==> src/rtl/snake_pkg.sv <==
// snake_pkg
// Shared types and constants for the snake renderer.
//   COORD_W       default pixel coordinate width
//   rgb12_t       4:4:4 colour word {r, g, b}
//   game_state_t  game-state FSM encoding (PLAY, WIN, LOSE)
//   WIN_RGB       overlay colour once the game is won
//   LOSE_RGB      overlay colour once the game is lost
package snake_pkg;

    localparam int COORD_W = 11;

    typedef logic [11:0] rgb12_t;

    typedef enum logic [1:0] {
        PLAY = 2'd0,
        WIN  = 2'd1,
        LOSE = 2'd2
    } game_state_t;

    localparam rgb12_t WIN_RGB  = 12'h0F0;
    localparam rgb12_t LOSE_RGB = 12'hF00;

endpackage

==> src/rtl/apple_sprite_rom.sv <==
// apple_sprite_rom
// Apple sprite texel store with a single-clock synchronous read.
// Build option SNAKE_RENDER_SPRITE_EN selects the vendor block RAM
// (blk_mem_gen_1, preloaded with the sprite image). Without it, a small
// procedurally generated apple keeps the module self-contained.
// Ports:
//   clk    in   pixel clock
//   addr   in   ADDR_W  texel address, row-major (row*SPR_W + col)
//   texel  out  12      texel colour one clock after addr; 12'h000 = transparent
module apple_sprite_rom
    import snake_pkg::*;
#(
    parameter int ADDR_W = 10,
    parameter int SPR_W  = 32,
    parameter int SPR_H  = 32
) (
    input  logic              clk,
    input  logic [ADDR_W-1:0] addr,
    output rgb12_t            texel
);

`ifdef SNAKE_RENDER_SPRITE_EN

    blk_mem_gen_1 u_bram (
        .clka  (clk),
        .ena   (1'b1),
        .addra (addr),
        .douta (texel)
    );

`else

    // Red apple with a short brown stem and transparent rounded corners.
    function automatic rgb12_t texel_at(input logic [ADDR_W-1:0] a);
        int row;
        int col;
        row = int'(a) / SPR_W;
        col = int'(a) % SPR_W;
        if (col >= SPR_W/2 - 1 && col <= SPR_W/2 && row < SPR_H/8)
            return 12'h840;
        if ((row < SPR_H/8 || row >= SPR_H - SPR_H/8) &&
            (col < SPR_W/8 || col >= SPR_W - SPR_W/8))
            return 12'h000;
        return 12'hF00;
    endfunction

    always_ff @(posedge clk) begin
        texel <= texel_at(addr);
    end

`endif

endmodule

==> src/rtl/snake_render.sv <==
// snake_render
// Three-stage pixel renderer for the snake game. Classifies each active
// pixel against the head, body segments, apple sprite and play-field
// border, and adds a blinking full-screen overlay once the game is won
// or lost. Latency is exactly 3 clocks, one pixel per clock.
// Build option SNAKE_RENDER_SPRITE_EN: the apple texel comes from
// apple_sprite_rom with 12'h000 transparent; otherwise the apple is a
// solid APPLE_RGB rectangle.
// Ports:
//   clk, rst                 pixel clock, synchronous active-low reset
//   snakepos_x/_y            MAX_SEG packed top-left corners, slice 0 = head
//   length                   active segment count (clamped to MAX_SEG)
//   applepos_x/_y            apple top-left corner
//   curr_x/_y, pix_valid     pixel being rendered and active-video flag
//   frame_start              one-clock pulse ahead of each frame
//   win, lose                game outcome levels
//   draw_r/_g/_b             colour, 3 clocks after the pixel
//   draw_valid               pix_valid aligned with the colour
module snake_render
    import snake_pkg::*;
#(
    parameter int     COORD_W      = snake_pkg::COORD_W,
    parameter int     MAX_SEG      = 23,
    parameter int     BLK_W        = 32,
    parameter int     BLK_H        = 32,
    parameter int     APPLE_W      = 32,
    parameter int     APPLE_H      = 32,
    parameter int     SCREEN_W     = 1440,
    parameter int     SCREEN_H     = 900,
    parameter int     BORDER       = 16,
    parameter int     BLINK_FRAMES = 30,
    parameter rgb12_t HEAD_RGB     = 12'hF00,
    parameter rgb12_t BODY_RGB     = 12'h0F0,
    parameter rgb12_t APPLE_RGB    = 12'hF00,
    parameter rgb12_t BORDER_RGB   = 12'hFFF
) (
    input  logic                         clk,
    input  logic                         rst,
    input  logic [MAX_SEG*COORD_W-1:0]   snakepos_x,
    input  logic [MAX_SEG*COORD_W-1:0]   snakepos_y,
    input  logic [$clog2(MAX_SEG+1)-1:0] length,
    input  logic [COORD_W-1:0]           applepos_x,
    input  logic [COORD_W-1:0]           applepos_y,
    input  logic [COORD_W-1:0]           curr_x,
    input  logic [COORD_W-1:0]           curr_y,
    input  logic                         pix_valid,
    input  logic                         frame_start,
    input  logic                         win,
    input  logic                         lose,
    output logic [3:0]                   draw_r,
    output logic [3:0]                   draw_g,
    output logic [3:0]                   draw_b,
    output logic                         draw_valid
);

    localparam int LEN_W = $clog2(MAX_SEG + 1);
    localparam int CW1   = COORD_W + 1;
    localparam int CNT_W = (BLINK_FRAMES > 1) ? $clog2(BLINK_FRAMES) : 1;

    localparam logic [CW1-1:0] BORDER_LO = CW1'(BORDER);
    localparam logic [CW1-1:0] X_HI      = CW1'(SCREEN_W - BORDER);
    localparam logic [CW1-1:0] Y_HI      = CW1'(SCREEN_H - BORDER);

    // One extra bit keeps lo+size from wrapping near the coordinate limit.
    function automatic logic in_span(input logic [COORD_W-1:0] v,
                                     input logic [COORD_W-1:0] lo,
                                     input int                 size);
        logic [CW1-1:0] v1;
        logic [CW1-1:0] lo1;
        v1  = {1'b0, v};
        lo1 = {1'b0, lo};
        return (v1 >= lo1) && (v1 < lo1 + CW1'(size));
    endfunction

    // ---------------- Game-state FSM ----------------
    game_state_t      state_q, state_d;
    logic [CNT_W-1:0] cnt_q, cnt_d;
    logic             phase_q, phase_d;

    always_ff @(posedge clk) begin
        if (!rst) begin
            state_q <= PLAY;
            cnt_q   <= '0;
            phase_q <= 1'b1;
        end else begin
            state_q <= state_d;
            cnt_q   <= cnt_d;
            phase_q <= phase_d;
        end
    end

    // Only frame_start moves the FSM, so every frame renders in one state.
    // The blink counter runs only while an overlay is showing, so the
    // entry frame always starts in the lit phase.
    always_comb begin
        state_d = state_q;
        cnt_d   = cnt_q;
        phase_d = phase_q;
        if (frame_start) begin
            case (state_q)
                PLAY: begin
                    if (lose)     state_d = LOSE;
                    else if (win) state_d = WIN;
                end
                WIN, LOSE: begin
                    if (BLINK_FRAMES != 0) begin
                        if (cnt_q == CNT_W'(BLINK_FRAMES - 1)) begin
                            cnt_d   = '0;
                            phase_d = ~phase_q;
                        end else begin
                            cnt_d = cnt_q + 1'b1;
                        end
                    end
                end
                default: state_d = PLAY;
            endcase
        end
    end

    // ---------------- Stage 1: hit tests ----------------
    logic [LEN_W-1:0]   eff_len;
    logic [MAX_SEG-1:0] seg_hit;
    logic               head_hit, body_hit, apple_hit, border_hit;

    assign eff_len = (length > LEN_W'(MAX_SEG)) ? LEN_W'(MAX_SEG) : length;

    for (genvar i = 0; i < MAX_SEG; i++) begin : g_seg
        assign seg_hit[i] = (LEN_W'(i) < eff_len)
            && in_span(curr_x, snakepos_x[i*COORD_W +: COORD_W], BLK_W)
            && in_span(curr_y, snakepos_y[i*COORD_W +: COORD_W], BLK_H);
    end

    assign head_hit   = seg_hit[0];
    assign body_hit   = |(seg_hit & ~MAX_SEG'(1));
    assign apple_hit  = in_span(curr_x, applepos_x, APPLE_W)
                     && in_span(curr_y, applepos_y, APPLE_H);
    assign border_hit = ({1'b0, curr_x} < BORDER_LO) || ({1'b0, curr_x} >= X_HI)
                     || ({1'b0, curr_y} < BORDER_LO) || ({1'b0, curr_y} >= Y_HI);

    logic        s1_valid, s1_head, s1_body, s1_apple, s1_border, s1_phase;
    game_state_t s1_state;

    // The FSM state and phase travel with the pixel so that a state change
    // can never tear a frame already in flight.
    always_ff @(posedge clk) begin
        if (!rst) begin
            s1_valid  <= 1'b0;
            s1_head   <= 1'b0;
            s1_body   <= 1'b0;
            s1_apple  <= 1'b0;
            s1_border <= 1'b0;
            s1_state  <= PLAY;
            s1_phase  <= 1'b1;
        end else begin
            s1_valid  <= pix_valid;
            s1_head   <= head_hit;
            s1_body   <= body_hit;
            s1_apple  <= apple_hit;
            s1_border <= border_hit;
            s1_state  <= state_q;
            s1_phase  <= phase_q;
        end
    end

    // ---------------- Apple texel source ----------------
    rgb12_t apple_texel;

`ifdef SNAKE_RENDER_SPRITE_EN
    localparam int ADDR_W = $clog2(APPLE_W * APPLE_H);

    logic [COORD_W-1:0] apple_dx, apple_dy;
    logic [ADDR_W-1:0]  apple_addr, s1_addr;

    // Address from the pixel offset, so any scan order reads the right texel.
    assign apple_dx   = curr_x - applepos_x;
    assign apple_dy   = curr_y - applepos_y;
    assign apple_addr = apple_hit
        ? (ADDR_W'(apple_dy) * ADDR_W'(APPLE_W) + ADDR_W'(apple_dx))
        : '0;

    always_ff @(posedge clk) begin
        if (!rst) s1_addr <= '0;
        else      s1_addr <= apple_addr;
    end

    apple_sprite_rom #(
        .ADDR_W (ADDR_W),
        .SPR_W  (APPLE_W),
        .SPR_H  (APPLE_H)
    ) u_rom (
        .clk   (clk),
        .addr  (s1_addr),
        .texel (apple_texel)
    );
`else
    assign apple_texel = APPLE_RGB;
`endif

    // ---------------- Stage 2: flags wait for ROM data ----------------
    logic        s2_valid, s2_head, s2_body, s2_apple, s2_border, s2_phase;
    game_state_t s2_state;

    always_ff @(posedge clk) begin
        if (!rst) begin
            s2_valid  <= 1'b0;
            s2_head   <= 1'b0;
            s2_body   <= 1'b0;
            s2_apple  <= 1'b0;
            s2_border <= 1'b0;
            s2_state  <= PLAY;
            s2_phase  <= 1'b1;
        end else begin
            s2_valid  <= s1_valid;
            s2_head   <= s1_head;
            s2_body   <= s1_body;
            s2_apple  <= s1_apple;
            s2_border <= s1_border;
            s2_state  <= s1_state;
            s2_phase  <= s1_phase;
        end
    end

    // ---------------- Stage 3: colour mux ----------------
    rgb12_t mux_rgb, draw_rgb;

    // A transparent texel falls through to the border/background test.
    always_comb begin
        mux_rgb = '0;
        if (s2_valid) begin
            if (s2_state == WIN)                      mux_rgb = s2_phase ? WIN_RGB  : '0;
            else if (s2_state == LOSE)                mux_rgb = s2_phase ? LOSE_RGB : '0;
            else if (s2_head)                         mux_rgb = HEAD_RGB;
            else if (s2_body)                         mux_rgb = BODY_RGB;
            else if (s2_apple && apple_texel != '0)   mux_rgb = apple_texel;
            else if (s2_border)                       mux_rgb = BORDER_RGB;
        end
    end

    always_ff @(posedge clk) begin
        if (!rst) begin
            draw_rgb   <= '0;
            draw_valid <= 1'b0;
        end else begin
            draw_rgb   <= mux_rgb;
            draw_valid <= s2_valid;
        end
    end

    assign draw_r = draw_rgb[11:8];
    assign draw_g = draw_rgb[7:4];
    assign draw_b = draw_rgb[3:0];

endmodule

==> config.mk <==
export PLATFORM = sky130hd
export DESIGN_NAME = snake_render
export DESIGN_NICKNAME = d
export VERILOG_FILES = /design/src/rtl/snake_pkg.sv /design/src/rtl/apple_sprite_rom.sv /design/src/rtl/snake_render.sv
export SDC_FILE = /design/constraint.sdc
export NUM_CORES = 1
export LEC_CHECK = 0
export ABC_CLOCK_PERIOD_IN_PS = 7600
export CELL_PAD_IN_SITES_DETAIL_PLACEMENT = 1
export CELL_PAD_IN_SITES_GLOBAL_PLACEMENT = 1
export CORE_AREA = 2 2 292 294
export DETAILED_ROUTE_END_ITERATION = 8
export DIE_AREA = 0 0 294 296
export GPL_TIMING_DRIVEN = 0
export PLACE_DENSITY = 0.65
export SYNTH_ARGS = -nofsm -noshare
export SYNTH_HDL_FRONTEND = slang
export SYNTH_SLANG_ARGS = --single-unit
export TNS_END_PERCENT = 5
==> constraint.sdc <==
create_clock -name clk -period 7.6 [get_ports clk]
set_input_delay 1.9 -clock clk [delete_from_list [all_inputs] [get_ports clk]]
set_output_delay 1.9 -clock clk [all_outputs]
set_load 0.01 [all_outputs]
# After elaboration in Yosys (flattened, before gate mapping)
# Index checks and enable logic that the tools add are counted.
[totals] output_inout_bits=13 input_bits=561 word_cells=318 regBits=37
[classes] n_mux=13 order_cmp=124 n_bitwise=2 eq_ne=6 add_sub_neg=49 n_reduce_logical=105
[ops] cell="$add A11 B6 Y12 const B" n=48
[ops] cell="$lt A11 B12 Y1" n=48
[ops] cell="$ge A11 B11 Y1" n=48
[ops] cell="$logic_and A1 B1 Y1" n=95
[ops] cell="$mux W12" n=7
[ops] cell="$lt A4 B5 Y1 const A" n=8
[ops] cell="$lt A5 B5 Y1 const A" n=7
[ops] cell="$lt A11 B5 Y1 const B" n=2
[ops] cell="$reduce_or A22 Y1" n=1
[ops] cell="$lt A3 B5 Y1 const A" n=4
[ops] cell="$ge A11 B10 Y1 const B" n=1
[ops] cell="$ge A11 B11 Y1 const B" n=1
[ops] cell="$lt A1 B5 Y1 const A" n=2
[ops] cell="$lt A2 B5 Y1 const A" n=2
[ops] cell="$mux W5" n=2
[ops] cell="$mux W8" n=1
[ops] cell="$reduce_and A3 Y1" n=2
[ops] cell="$add A5 B1 Y5 const B" n=1
[ops] cell="$eq A5 B5 Y1 const B" n=1
[ops] cell="$gt A5 B5 Y1 const B" n=1
[ops] cell="$eq A2 B1 Y1 const B" n=2
[ops] cell="$eq A2 B2 Y1 const B" n=2
[ops] cell="$mux W2" n=2
[ops] cell="$pmux W2 S2" n=1
[ops] cell="other kinds (6)" n=10

# Depth between registers and ports, before layout
# Gate-level depths: netlist (run 1).
[depth] word_depth=6 mapped_depth=13 depth_no_buf=13

# Least setup slack after synthesis (run 1)
# Ideal clock, no wire load.
[synth_timing] kind="input -> register" startpoint="input port curr_y[0]" endpoint="register s1_body" path_stages=11 slack_ns=3.216 t_required_ns=7.475 arrival_ns=4.259 setup_time_ns=0.125 n_path_buf=0 cell_sequence="inv_1 -> ha_1 -> nand2b_1 -> a21oi_1 -> o21ai_1 -> or4_1 -> a32oi_1 -> nor4_1 -> nor4_1 -> nand4_1 -> o41a_1"
[synth_between] elab_chain_len=4 word_cells_on_any_way=89 cone_classes="order compare (44); reduce/logical (45)"
[synth_lines] item="from (decl)" line="snake_render.sv:45" rtl="input logic [COORD_W-1:0] curr_y,"
[synth_lines] item="$lt A11 B12 Y1 or $ge A11 B11 Y1 (tied branches)" line="snake_render.sv:72" rtl="return (v1 >= lo1) && (v1 < lo1 + CW1'(size));"
[synth_lines] item="$logic_and A1 B1 Y1" line="snake_render.sv:72"
[synth_lines] item="$logic_and A1 B1 Y1" line="snake_render.sv:130" rtl="&& in_span(curr_y, snakepos_y[i*COORD_W +: COORD_W], BLK_H);"
[synth_lines] item="$reduce_or A22 Y1 (*)" line="snake_render.sv:134" rtl="assign body_hit = |(seg_hit & ~MAX_SEG'(1));"
[synth_lines] item="to (signal assigned)" line="snake_render.sv:157" rtl="s1_body <= body_hit;"
[synth_lines] item="to (decl)" line="snake_render.sv:140" rtl="logic s1_valid, s1_head, s1_body, s1_apple, s1_border, s1_phase;"
# Every way passes the cells marked *; elsewhere a longest branch is shown, timed or not.
# A chain may end at the register's enable or synchronous reset.

# Final worst setup path (run 1)
[layout_timing] startpoint="input port curr_x[0]" endpoint="register s1_body"
[layout_between] elab_chain_len=5 word_cells_on_any_way=111 cone_classes="order compare (44); reduce/logical (67)"
[layout_lines] item="from (decl)" line="snake_render.sv:44" rtl="input logic [COORD_W-1:0] curr_x,"
[layout_lines] item="$lt A11 B12 Y1 or $ge A11 B11 Y1 (tied branches)" line="snake_render.sv:72"
[layout_lines] item="$logic_and A1 B1 Y1" line="snake_render.sv:72"
[layout_lines] item="$logic_and A1 B1 Y1" line="snake_render.sv:129" rtl="&& in_span(curr_x, snakepos_x[i*COORD_W +: COORD_W], BLK_W)"
[layout_lines] item="$logic_and A1 B1 Y1" line="snake_render.sv:130"
[layout_lines] item="$reduce_or A22 Y1 (*)" line="snake_render.sv:134"
# Marked as above.

==> results of run 1 <==
[through the flow]
stage	utilization	std cells	worst slack, ns	setup TNS (ns)
2_1_floorplan	-	3302	3.22	0
3_3_place_gp	0.381	4963	-2.29	-2.29
3_5_place_dp	0.387	4987	1.22	0
4_1_cts	0.388	4990	1.49	0
5_1_grt	0.388	5000	1.44	0
6_report	0.388	5009	1.63	0
[registers in the layout, indices dropped and copies added, names as in the netlist, 2 cells and up]
register  cells
s1_state      2
state_q       2
cnt_q         5
draw_rgb      3
s2_state      2
[worst register-to-register path, cell delays in order, from the launching register on]
cell                       delay [ns]
sky130_fd_sc_hd__dfxtp_1         0.35
sky130_fd_sc_hd__inv_1           0.06
sky130_fd_sc_hd__ha_1            0.32
sky130_fd_sc_hd__and3_1          0.22
sky130_fd_sc_hd__nand4_1         0.13
sky130_fd_sc_hd__nand2_1         0.15
sky130_fd_sc_hd__a211oi_1        0.26
[power breakdown]
part / switching [mW] / internal [mW]
logic: 1.01 / 0.908
registers: 0.00385 / 0.154
clock network: 0.0475 / 0.0698
[synth_stat cells (6+ instances only)]
cell type                   number  share of area
sky130_fd_sc_hd__clkbuf_1        6        0.00090
sky130_fd_sc_hd__o21bai_1        8         0.0024
sky130_fd_sc_hd__nor2_1         98          0.015
sky130_fd_sc_hd__o2111ai_1      28         0.0098
sky130_fd_sc_hd__a221oi_1       16         0.0056
sky130_fd_sc_hd__buf_4           9         0.0027
sky130_fd_sc_hd__inv_1         568          0.085
sky130_fd_sc_hd__a21boi_0        9         0.0027
sky130_fd_sc_hd__a21o_1         73          0.022
sky130_fd_sc_hd__o21a_1         56          0.017
sky130_fd_sc_hd__nand4_1        52          0.013
sky130_fd_sc_hd__o211ai_1       47          0.014
sky130_fd_sc_hd__a211oi_1       41          0.012
sky130_fd_sc_hd__nor3_1         82          0.016
sky130_fd_sc_hd__nand4b_1       10         0.0035
sky130_fd_sc_hd__nor4_1         28         0.0070
sky130_fd_sc_hd__o31ai_1        10         0.0030
sky130_fd_sc_hd__o32ai_1         9         0.0032
sky130_fd_sc_hd__ha_1          869           0.43
sky130_fd_sc_hd__o221ai_1        7         0.0025
sky130_fd_sc_hd__a31oi_1        25         0.0063
sky130_fd_sc_hd__xnor2_1       193          0.068
sky130_fd_sc_hd__a2111oi_0      30          0.011
sky130_fd_sc_hd__or3_1           8         0.0020
sky130_fd_sc_hd__nand2_1       104          0.016
sky130_fd_sc_hd__a21oi_1       245          0.049
sky130_fd_sc_hd__nor4b_1         6         0.0021
sky130_fd_sc_hd__nand2b_1       61          0.015
sky130_fd_sc_hd__and4_1          7         0.0025
sky130_fd_sc_hd__and3_1         18         0.0045
sky130_fd_sc_hd__o21ai_0       162          0.032
sky130_fd_sc_hd__o22ai_1         8         0.0020
sky130_fd_sc_hd__nand3_1       196          0.039
sky130_fd_sc_hd__a311oi_1        8         0.0028
sky130_fd_sc_hd__nor2b_1        79          0.020
sky130_fd_sc_hd__and2_1         10         0.0025
sky130_fd_sc_hd__a211o_1        11         0.0039
sky130_fd_sc_hd__or4_1           6         0.0018
sky130_fd_sc_hd__dfxtp_1        28          0.022
[cell usage in the layout (no fill, tap or decap), drive strengths merged, types with 52 or more instances in the layout]
| master | instances |
|---|---|
| nand4 | 52 |
| xnor2 | 193 |
| nand2b | 61 |
| nand3 | 196 |
| o21ai | 165 |
| ha | 869 |
| nor2 | 98 |
| o21a | 56 |
| nand2 | 104 |
| nor3 | 82 |
| buf | 52 |
| nor2b | 79 |
| a21oi | 245 |
| a21o | 73 |
| clkdlybuf4s50 | 551 |
| inv | 568 |
[final timing paths]
path                                         startpoint                     to
worst max register to register  state_q[0]$_SDFFE_PN0P_  cnt_q[1]$_SDFFE_PN0P_
worst max-delay path                          curr_x[0]     s1_body$_SDFF_PN0_
worst min register to register      s1_phase$_SDFF_PN1_    s2_phase$_SDFF_PN1_
worst min-delay path                s1_phase$_SDFF_PN1_    s2_phase$_SDFF_PN1_
[per-layer routing]
| metal | up-vias | global-route usage | routed length (um) |
|---|---|---|---|
| met3 | 131 | 0.0479 | 6270 |
| li1 | 13300 | - | - |
| met1 | 12500 | 0.289 | 46000 |
| met5 | - | 0 | 352 |
| met4 | 56 | 0.0526 | 2430 |
| met2 | 502 | 0.435 | 51600 |
[kinds of logic after synthesis]
logic type      after synthesis
flops                        28
compound gates              844
simple gates                781
xor+xnor                    197
buf+inv                     583
fa+ha+maj                   869
[cell type report]
class                           count  share of cell area
Timing Repair Buffer              595               0.189
Buffer                             15             0.00276
Antenna cell                       19             0.00145
Inverter                          568              0.0652
Multi-Input combinational cell   2691               0.681
Tap cell                         1090              0.0417
Clock buffer                        3             0.00230
Sequential cell                    28              0.0172
==> flow_metrics.env, run 1 <==
export IMPL_place_area_sq_mm=0.0326
export IMPL_dieHeight_um=296
export IMPL_setup_viol=0
export IMPL_vias=26400
export IMPL_chipWidth_um=294
export IMPL_synth_fa_ha_area_frac=0.435
export IMPL_power_density_mw_per_mm2=67.0
export IMPL_yosysSeqAreaShare=0.0224
export IMPL_slew_margin_rel=0.261
export IMPL_initial_utilization=0.297
export IMPL_clock_latency_on_the_worst_skew_pair_ns=0.26
export IMPL_clk_pin_slew_ns=0.06
export IMPL_fin_nets=5332
export IMPL_buffer_ports_inserted=571
export IMPL_syn_mean_instance_area_sq_um=7.58
export IMPL_path_common_cell="sky130_fd_sc_hd__o21ai_0"
export IMPL_synthesis_instances=3302
export IMPL_min_path_cells=1
export IMPL_rsz_0062_raised_after_global_routing="no"
export IMPL_multiInputGateArea_sq_mm=0.0222
export IMPL_drc=0
export IMPL_run_status="completed"
export IMPL_synth_async_reset_ratio=0
export IMPL_cp_cell_sequence="clkdlybuf4s50_1 -> inv_2 -> buf_16 -> ha_1 -> nor2b_1 -> o21ai_0 -> a21oi_1 -> o21ai_0 -> a221oi_1 -> nor4b_1 -> a22oi_1 -> nand4_1 -> o41a_1"
export IMPL_fin_total_pwr_mw=2.19
export IMPL_synth_xor_area_frac=0.0690
export IMPL_grt_start_max_net_pins=51
export IMPL_critical_path_top_delay_family="compound AO/OA/AOI/OAI gates"
export IMPL_critPathSlowestCell="sky130_fd_sc_hd__a221oi_1"
export IMPL_max_slew_worst_pin_slew_ns=1.11
export IMPL_worstPathMaxFanout=13
export IMPL_gp_congestion=0.874
export IMPL_yosys_most_used_dff="sky130_fd_sc_hd__dfxtp_1"
export IMPL_final_period_minus_worst_setup_slack_ns=5.97
export IMPL_ff_latch_area_sq_um=561
export IMPL_routed_length_per_placed_instance_um=21.3
export IMPL_critical_path_cell_count=13
export IMPL_core_sq_mm=0.0842
export IMPL_finalClockSkew_ns=0.00219
export IMPL_synthMuxAreaShare=0
export IMPL_gr_total_overflow=0
export IMPL_dieArea_sq_mm=0.0870
export IMPL_cts_sinks=28
export IMPL_count_of_hold_buffers_inserted_by_post_cts_repair=0
export IMPL_min_path_type="reg2reg"
export IMPL_nFillCells=10300
export IMPL_cts_buffers_inserted=3
export IMPL_max_cap_viol_count=0
export IMPL_yosys_area_share_simple=0.165
export IMPL_yosys_warnings=0
export IMPL_cts_repair_resized=0
export IMPL_dominant_combinational_cell_family_by_area_after_synthesis="adder cells"
export IMPL_ff2ff_path_depth=6
export IMPL_grt_first_pass_wirelength_um=161000
export IMPL_worst_ir_drop_vdd_uv=116
export IMPL_setup_reg_to_reg_worst_slack_ns=6.04
export IMPL_cts_htree_levels=1
export IMPL_timing_critical_path_buf_inv=3
export IMPL_clock_fmax_mhz=168
export IMPL_finalHoldViolations=0
export IMPL_placement_rows=107
export IMPL_required_ns=7.72
export IMPL_synth_edff_count=0
export IMPL_hold_slack_ns=0.416
export IMPL_root_buffer="sky130_fd_sc_hd__clkbuf_16"
export IMPL_post_route_cells_drive_above_1_share=0.0172
export IMPL_finalWirelength_um=107000
export IMPL_critical_path_class="in2reg"
export IMPL_worstPathArrival_ns=6.09
export IMPL_synth_compound_area_share=0.220
export IMPL_fin_area_sq_mm=0.0327
export IMPL_detailed_place_hpwl_um=90500
export IMPL_globalRouteTotalUtil=0.240
export IMPL_postSynthNetCount=4732
export IMPL_drt_pass1_iter_count=5
export IMPL_layout_overhead_on_the_synthesized_area_pct=30.6
export IMPL_start_kind="input pin"
export IMPL_cpPeakStageDelay_ns=0.83
export IMPL_drtIter0Drc=946
export IMPL_synth_cell_type_count=69
export IMPL_postRouteAntennaNets=0
export IMPL_critical_path_sink_type="flop"
export IMPL_grt_antenna_before_repair=49
export IMPL_clock_tree_buffer_depth=2
export IMPL_synth_cell_area_sq_mm=0.0250
export IMPL_via_count_of_the_first_global_routing_pass=27900
export IMPL_timing_max_transition_violations_final=0
export IMPL_p_leak_nw=16.0
export IMPL_via_per_inst=5.28
export IMPL_num_io_pins=574
export IMPL_finalCritPeriodShare=0.785
export IMPL_tritoncts="done"
export IMPL_postCtsSetupRepairBufs=0
export IMPL_postSynthRegisterBits=28
No activity file was read; power rests on OpenSTA's default activity.
==> run 2, diff against run 1 <==
--- a/config.mk
+++ b/config.mk
@@ -5,14 +5,14 @@
 export SDC_FILE = /design/constraint.sdc
 export NUM_CORES = 1
 export LEC_CHECK = 0
-export ABC_CLOCK_PERIOD_IN_PS = 7600
+export ABC_CLOCK_PERIOD_IN_PS = 5300
 export CELL_PAD_IN_SITES_DETAIL_PLACEMENT = 1
 export CELL_PAD_IN_SITES_GLOBAL_PLACEMENT = 1
 export CORE_AREA = 2 2 292 294
 export DETAILED_ROUTE_END_ITERATION = 8
 export DIE_AREA = 0 0 294 296
 export GPL_TIMING_DRIVEN = 0
-export PLACE_DENSITY = 0.65
+export PLACE_DENSITY = 0.68
 export SYNTH_ARGS = -nofsm -noshare
 export SYNTH_HDL_FRONTEND = slang
 export SYNTH_SLANG_ARGS = --single-unit
==> constraint.sdc (replaced) <==
create_clock -name clk -period 5.3 [get_ports clk]
set_input_delay 1.325 -clock clk [delete_from_list [all_inputs] [get_ports clk]]
set_output_delay 1.325 -clock clk [all_outputs]
set_load 0.01 [all_outputs]
==> flow_metrics.env, run 2 (synthesized netlist as in run 1, its figures left out) <==
export IMPL_ff_latch_area_sq_um=561
export IMPL_cts_sinks=28
export IMPL_finalHoldViolations=0
export IMPL_final_period_minus_worst_setup_slack_ns=5.09
export IMPL_clock_tree_buffer_depth=2
export IMPL_cts_buffers_inserted=3
export IMPL_setup_viol=0
export IMPL_chipWidth_um=294
export IMPL_fin_total_pwr_mw=3.20
export IMPL_worst_ir_drop_vdd_uv=118
export IMPL_vias=26600
export IMPL_start_kind="input pin"
export IMPL_drt_pass1_iter_count=5
export IMPL_grt_antenna_before_repair=26
export IMPL_run_status="completed"
export IMPL_detailed_place_hpwl_um=91300
export IMPL_tritoncts="done"
export IMPL_hold_end="s2_phase$_SDFF_PN1_"
export IMPL_commonest_non_fill_non_tap_cell_in_the_layout="sky130_fd_sc_hd__ha_1"
export IMPL_critical_path_sink_type="flop"
export IMPL_cts_htree_levels=1
export IMPL_regMostFlops="cnt_q"
export IMPL_via_count_of_the_first_global_routing_pass=27900
export IMPL_root_buffer="sky130_fd_sc_hd__clkbuf_16"
export IMPL_setup_reg_to_reg_worst_slack_ns=3.61
export IMPL_finalCritPeriodShare=0.961
export IMPL_buffer_ports_inserted=571
export IMPL_multiInputGateArea_sq_mm=0.0223
export IMPL_dieArea_sq_mm=0.0870
export IMPL_clk_pin_slew_ns=0.07
export IMPL_clock_latency_on_the_worst_skew_pair_ns=0.27
export IMPL_dieHeight_um=296
export IMPL_routed_length_per_placed_instance_um=21.5
export IMPL_timing_critical_path_buf_inv=2
export IMPL_biggest_regs="cnt_q x5, draw_rgb x3"
export IMPL_placement_rows=107
export IMPL_p_leak_nw=16.0
export IMPL_min_path_cells=1
export IMPL_r2r_end="cnt_q[1]$_SDFFE_PN0P_"
export IMPL_worstPathMaxFanout=10
export IMPL_nFillCells=10400
export IMPL_globalRouteTotalUtil=0.240
export IMPL_gp_congestion=0.902
export IMPL_max_slew_worst_pin_slew_ns=0.983
export IMPL_drtIter0Drc=743
export IMPL_gr_total_overflow=0
export IMPL_cpPeakStageDelay_ns=0.73
export IMPL_layout_overhead_on_the_synthesized_area_pct=30.4
export IMPL_clock_fmax_mhz=196
export IMPL_core_sq_mm=0.0842
export IMPL_critical_path_class="in2reg"
export IMPL_timing_max_transition_violations_final=0
export IMPL_post_route_cells_drive_above_1_share=0.0174
export IMPL_worstReg2RegStart="state_q[0]$_SDFFE_PN0P_"
export IMPL_rsz_0062_raised_after_global_routing="no"
export IMPL_ff2ff_path_depth=6
export IMPL_power_density_mw_per_mm2=98.2
export IMPL_finalClockSkew_ns=0.00370
export IMPL_critical_path_top_delay_family="compound AO/OA/AOI/OAI gates"
export IMPL_via_per_inst=5.33
export IMPL_min_path_type="reg2reg"
export IMPL_fin_nets=5330
export IMPL_count_of_hold_buffers_inserted_by_post_cts_repair=0
export IMPL_critPathSlowestCell="sky130_fd_sc_hd__clkbuf_1"
export IMPL_cp_cell_sequence="clkdlybuf4s50_1 -> clkbuf_1 -> and2_1 -> nand2_1 -> a221oi_1 -> o211ai_1 -> a21oi_1 -> a22oi_1 -> nand4_1 -> o41a_1"
export IMPL_grt_start_max_net_pins=51
export IMPL_initial_utilization=0.297
export IMPL_grt_first_pass_wirelength_um=162000
export IMPL_drc=0
export IMPL_most_common_layout_cells="869 x sky130_fd_sc_hd__ha_1, 566 x sky130_fd_sc_hd__inv_1, 551 x sky130_fd_sc_hd__clkdlybuf4s50_1"
export IMPL_max_cap_viol_count=0
export IMPL_num_io_pins=574
export IMPL_hold_slack_ns=0.409
export IMPL_hp_start="s1_phase$_SDFF_PN1_"
export IMPL_postRouteAntennaNets=0
export IMPL_required_ns=5.50
export IMPL_slew_margin_rel=0.328
export IMPL_worstPathArrival_ns=5.29
export IMPL_largest_register_ff_count=5
export IMPL_finalWirelength_um=107000
## run 2: power by group
group / switching (mW) / internal (mW) / leakage (nW) / total (mW)
logic: 1.45 / 1.30 / 15.7 / 2.75
registers: 0.00562 / 0.221 / 0.228 / 0.226
clock network: 0.0796 / 0.151 / 0.0511 / 0.230
## run 2: layer usage
layer,share of wire,vias up,global-route usage,wire [um]
met3,0.046,85,0.0336,4930
met1,0.44,12800,0.296,47300
met2,0.50,492,0.450,53600
met5,0.0022,-,0,239
met4,0.012,36,0.0282,1270
li1,-,13300,-,-
## run 2: what timing repair did
| action | in CTS | in global routing |
|---|---|---|
| setup buffers | 0 | 0 |
| resized for setup | 2 | 1 |
| cloned | 0 | 0 |
| endpoints found under the setup margin | 1 | 1 |
## run 2: layout make-up
class | count | share of cell area
sequential | 28 | 0.0172
clock inverter | 1 | 0.000921
buffer | 15 | 0.00276
multi-input combinational | 2691 | 0.682
inverter | 568 | 0.0654
tap | 1090 | 0.0418
clock buffer | 3 | 0.00230
timing repair buffer | 593 | 0.187
antenna | 5 | 0.000384
## run 2: how the worst max path moves through the flow
stage	start	end	slack (ns)	depth (start not counted)
2_1_floorplan	curr_y[0]	s1_body$_SDFF_PN0_	1.49	11
3_3_place_gp	curr_y[8]	s1_body$_SDFF_PN0_	-3.85	10
3_5_place_dp	curr_y[0]	s1_body$_SDFF_PN0_	-0.40	13
4_1_cts	curr_y[0]	s1_body$_SDFF_PN0_	0.12	13
5_1_grt	curr_y[0]	s1_body$_SDFF_PN0_	0.006	13
6_report	length[2]	s1_body$_SDFF_PN0_	0.21	10
## run 2: through the flow
step,cell area (sq um),setup WS [ns],TNS (ns),cells,util
after floorplan,25000,1.49,0,3302,-
after global placement,32100,-3.85,-6.42,4963,0.381
after global routing,32600,0.00566,0,4992,0.387
after detailed placement,32500,-0.403,-0.403,4985,0.386
final,32600,0.207,0,4994,0.387
after CTS,32600,0.121,0,4989,0.387
## run 2: worst register-to-register path, delay by kind of cell (launching register included)
kind / cells / cell delay [ns]
AO/OA/AOI/OAI: 1 / 0.29
buffers and inverters: 1 / 0.09
adder cells (fa/ha/maj): 1 / 0.33
AND/OR/NAND/NOR: 3 / 0.56
flip-flops: 1 / 0.33
==> run 3, diff against run 2 <==
--- a/config.mk
+++ b/config.mk
@@ -5,14 +5,16 @@
 export SDC_FILE = /design/constraint.sdc
 export NUM_CORES = 1
 export LEC_CHECK = 0
+export ABC_AREA = 1
 export ABC_CLOCK_PERIOD_IN_PS = 5300
 export CELL_PAD_IN_SITES_DETAIL_PLACEMENT = 1
 export CELL_PAD_IN_SITES_GLOBAL_PLACEMENT = 1
-export CORE_AREA = 2 2 292 294
+export CORE_AREA = 2 2 310 312
 export DETAILED_ROUTE_END_ITERATION = 8
-export DIE_AREA = 0 0 294 296
+export DIE_AREA = 0 0 312 314
+export GPL_ROUTABILITY_DRIVEN = 0
 export GPL_TIMING_DRIVEN = 0
-export PLACE_DENSITY = 0.68
+export PLACE_DENSITY = 0.69
 export SYNTH_ARGS = -nofsm -noshare
 export SYNTH_HDL_FRONTEND = slang
 export SYNTH_SLANG_ARGS = --single-unit
==> flow_metrics.env, run 3 <==
export IMPL_layout_overhead_on_the_synthesized_area_pct=27.7
export IMPL_synth_edff_count=0
export IMPL_detailedPlace_worstSlack_ns=0.972
export IMPL_routed_length_per_placed_instance_um=17.6
export IMPL_globalRouteTotalUtil=0.229
export IMPL_fin_ws_ns=1.28
export IMPL_worst_ir_drop_vdd_uv=80.5
export IMPL_initial_utilization=0.298
export IMPL_grt_antenna_before_repair=43
export IMPL_max_slew_worst_pin_slew_ns=0.896
export IMPL_cp_startpoint="snakepos_y[183]"
export IMPL_drt_pass1_iter_count=5
export IMPL_regMostFlops="cnt_q"
export IMPL_yosysSeqAreaShare=0.0199
export IMPL_most_common_layout_cells="1075 x sky130_fd_sc_hd__nand2_1, 910 x sky130_fd_sc_hd__inv_1, 869 x sky130_fd_sc_hd__ha_1"
export IMPL_fin_tns_setup_ns=0
export IMPL_vias=31000
export IMPL_tritoncts="done"
export IMPL_yosys_warnings=0
export IMPL_postSynthNetCount=6006
export IMPL_netlist_top_cell_by_area="sky130_fd_sc_hd__ha_1"
export IMPL_biggest_regs="cnt_q x5, draw_rgb x3"
export IMPL_postCtsSetupRepairBufs=0
export IMPL_min_path_type="reg2reg"
export IMPL_postSynthRegisterBits=28
export IMPL_detailed_place_hpwl_um=96400
export IMPL_gr_total_overflow=0
export IMPL_dieHeight_um=314
export IMPL_timing_max_transition_violations_final=0
export IMPL_run_status="completed"
export IMPL_core_sq_mm=0.0944
export IMPL_finalWirelength_um=114000
export IMPL_start_kind="input pin"
export IMPL_synthMuxAreaShare=0
export IMPL_via_count_of_the_first_global_routing_pass=32400
export IMPL_dominant_combinational_cell_family_by_area_after_synthesis="adder cells"
export IMPL_finalCritPeriodShare=0.758
export IMPL_max_cap_viol_count=0
export IMPL_synthesis_instances=4576
export IMPL_cts_repair_resized=0
export IMPL_commonest_non_fill_non_tap_cell_in_the_layout="sky130_fd_sc_hd__nand2_1"
export IMPL_worstPathMaxFanout=5
export IMPL_rsz_0062_raised_after_global_routing="no"
export IMPL_critical_path_class="in2reg"
export IMPL_synth_cell_type_count=38
export IMPL_yosysMostFrequentCell="sky130_fd_sc_hd__nand2_1"
export IMPL_grt_start_max_net_pins=51
export IMPL_critical_path_sink_type="flop"
export IMPL_required_ns=5.50
export IMPL_synth_commonest_cells="1075 x sky130_fd_sc_hd__nand2_1, 912 x sky130_fd_sc_hd__inv_1, 869 x sky130_fd_sc_hd__ha_1"
export IMPL_worstPathArrival_ns=4.21
export IMPL_chipWidth_um=312
export IMPL_finalHoldViolations=0
export IMPL_synth_cell_area_sq_mm=0.0282
export IMPL_yosys_area_share_simple=0.298
export IMPL_fin_total_pwr_mw=3.44
export IMPL_syn_mean_instance_area_sq_um=6.16
export IMPL_post_route_util=0.381
export IMPL_final_period_minus_worst_setup_slack_ns=4.02
export IMPL_grt_first_pass_wirelength_um=177000
export IMPL_dieArea_sq_mm=0.0980
export IMPL_via_per_inst=4.80
export IMPL_synth_fa_ha_area_frac=0.386
export IMPL_finalClockSkew_ns=0.00463
export IMPL_power_density_mw_per_mm2=95.5
export IMPL_count_of_hold_buffers_inserted_by_post_cts_repair=0
export IMPL_placement_rows=113
export IMPL_drtIter0Drc=884
export IMPL_largest_register_ff_count=5
export IMPL_synth_xor_area_frac=0.0566
export IMPL_synth_compound_area_share=0.115
export IMPL_nFillCells=12500
export IMPL_clk_pin_slew_ns=0.07
export IMPL_slew_margin_rel=0.403
export IMPL_multiInputGateArea_sq_mm=0.0241
export IMPL_fin_nets=6600
export IMPL_setup_viol=0
export IMPL_clock_tree_buffer_depth=2
export IMPL_p_leak_nw=20.1
export IMPL_drc=0
export IMPL_clock_latency_on_the_worst_skew_pair_ns=0.26
export IMPL_buffer_ports_inserted=571
export IMPL_postRouteAntennaNets=0
export IMPL_yosys_most_used_dff="sky130_fd_sc_hd__dfxtp_1"
export IMPL_cts_sinks=28
export IMPL_netlist_top_cells_area="sky130_fd_sc_hd__ha_1 39%, sky130_fd_sc_hd__nand2_1 14%, sky130_fd_sc_hd__inv_1 12%"
export IMPL_worstReg2RegStart="state_q[0]$_SDFFE_PN0P_"
export IMPL_synth_largest_type_area_fraction=0.386
export IMPL_hp_start="s1_border$_SDFF_PN0_"
export IMPL_cts_buffers_inserted=3
export IMPL_cts_htree_levels=1
export IMPL_ff_latch_area_sq_um=561
export IMPL_root_buffer="sky130_fd_sc_hd__clkbuf_16"
export IMPL_post_route_cells_drive_above_1_share=0.0126
export IMPL_num_io_pins=574
export IMPL_clock_fmax_mhz=249
export IMPL_hold_slack_ns=0.424
export IMPL_synth_async_reset_ratio=0
[run 3: per-layer routing]
metal,vias to the layer above,routed length [um],track usage
li1,16100,-,-
met1,14400,51100,0.281
met2,415,56800,0.431
met3,98,3550,0.0210
met4,24,2140,0.0465
met5,-,152,0
[run 3: worst max-delay path: stages]
cell and delay (ns):
sky130_fd_sc_hd__clkdlybuf4s50_1 0.60, sky130_fd_sc_hd__nand3_1 0.16, sky130_fd_sc_hd__nor3_1 0.22, sky130_fd_sc_hd__xor2_1 0.12, sky130_fd_sc_hd__ha_1 0.19, sky130_fd_sc_hd__a21boi_0 0.13
sky130_fd_sc_hd__nor2_1 0.35, sky130_fd_sc_hd__nand3_1 0.13, sky130_fd_sc_hd__nor2_1 0.43, sky130_fd_sc_hd__nand3_1 0.20, sky130_fd_sc_hd__nand2_1 0.10, sky130_fd_sc_hd__nor2_1 0.05
sky130_fd_sc_hd__nand2_1 0.05, sky130_fd_sc_hd__nor2_1 0.06, sky130_fd_sc_hd__a21oi_1 0.11
[run 3: where the power goes]
part | switching [mW] | internal (mW) | leakage, nW | total [mW]
sequential | 0.00731 | 0.222 | 0.228 | 0.230
combinational | 1.70 | 1.33 | 19.8 | 3.02
clock | 0.0681 | 0.116 | 0.0443 | 0.184
total | 1.77 | 1.67 | 20.1 | 3.44
[run 3: area by class of cell]
class | count | share of cell area
multi-input cells | 3623 | 0.670
diodes | 25 | 0.00174
plain buffers | 12 | 0.00240
well taps | 1265 | 0.0440
repair buffers | 589 | 0.169
inverters | 913 | 0.0952
flip-flops and latches | 28 | 0.0156
clock buffers | 4 | 0.00247
[run 3: worst paths after layout]
check             cells after the start               endpoint  slack (ns)
setup / recovery                     15     s1_body$_SDFF_PN0_        1.28
hold / removal                        2   s2_border$_SDFF_PN0_        0.42
setup reg to reg                      8  cnt_q[4]$_SDFFE_PN0P_        3.74
hold reg to reg                       2   s2_border$_SDFF_PN0_        0.42
[run 3: through the flow]
step / area [sq um] / instances
finish: 36000 / 6459
CTS: 35900 / 6434
global route: 36000 / 6454
global placement: 35500 / 6412
detailed placement: 35800 / 6430
floorplan: 28200 / 4576
[run 3: kinds of logic after synthesis]
kind of cell / Yosys count
XOR/XNOR: 182
flip-flops: 28
AND/OR/NAND/NOR: 2005
buffers and inverters: 925
AO/OA/AOI/OAI: 567
adder cells (fa/ha/maj): 869
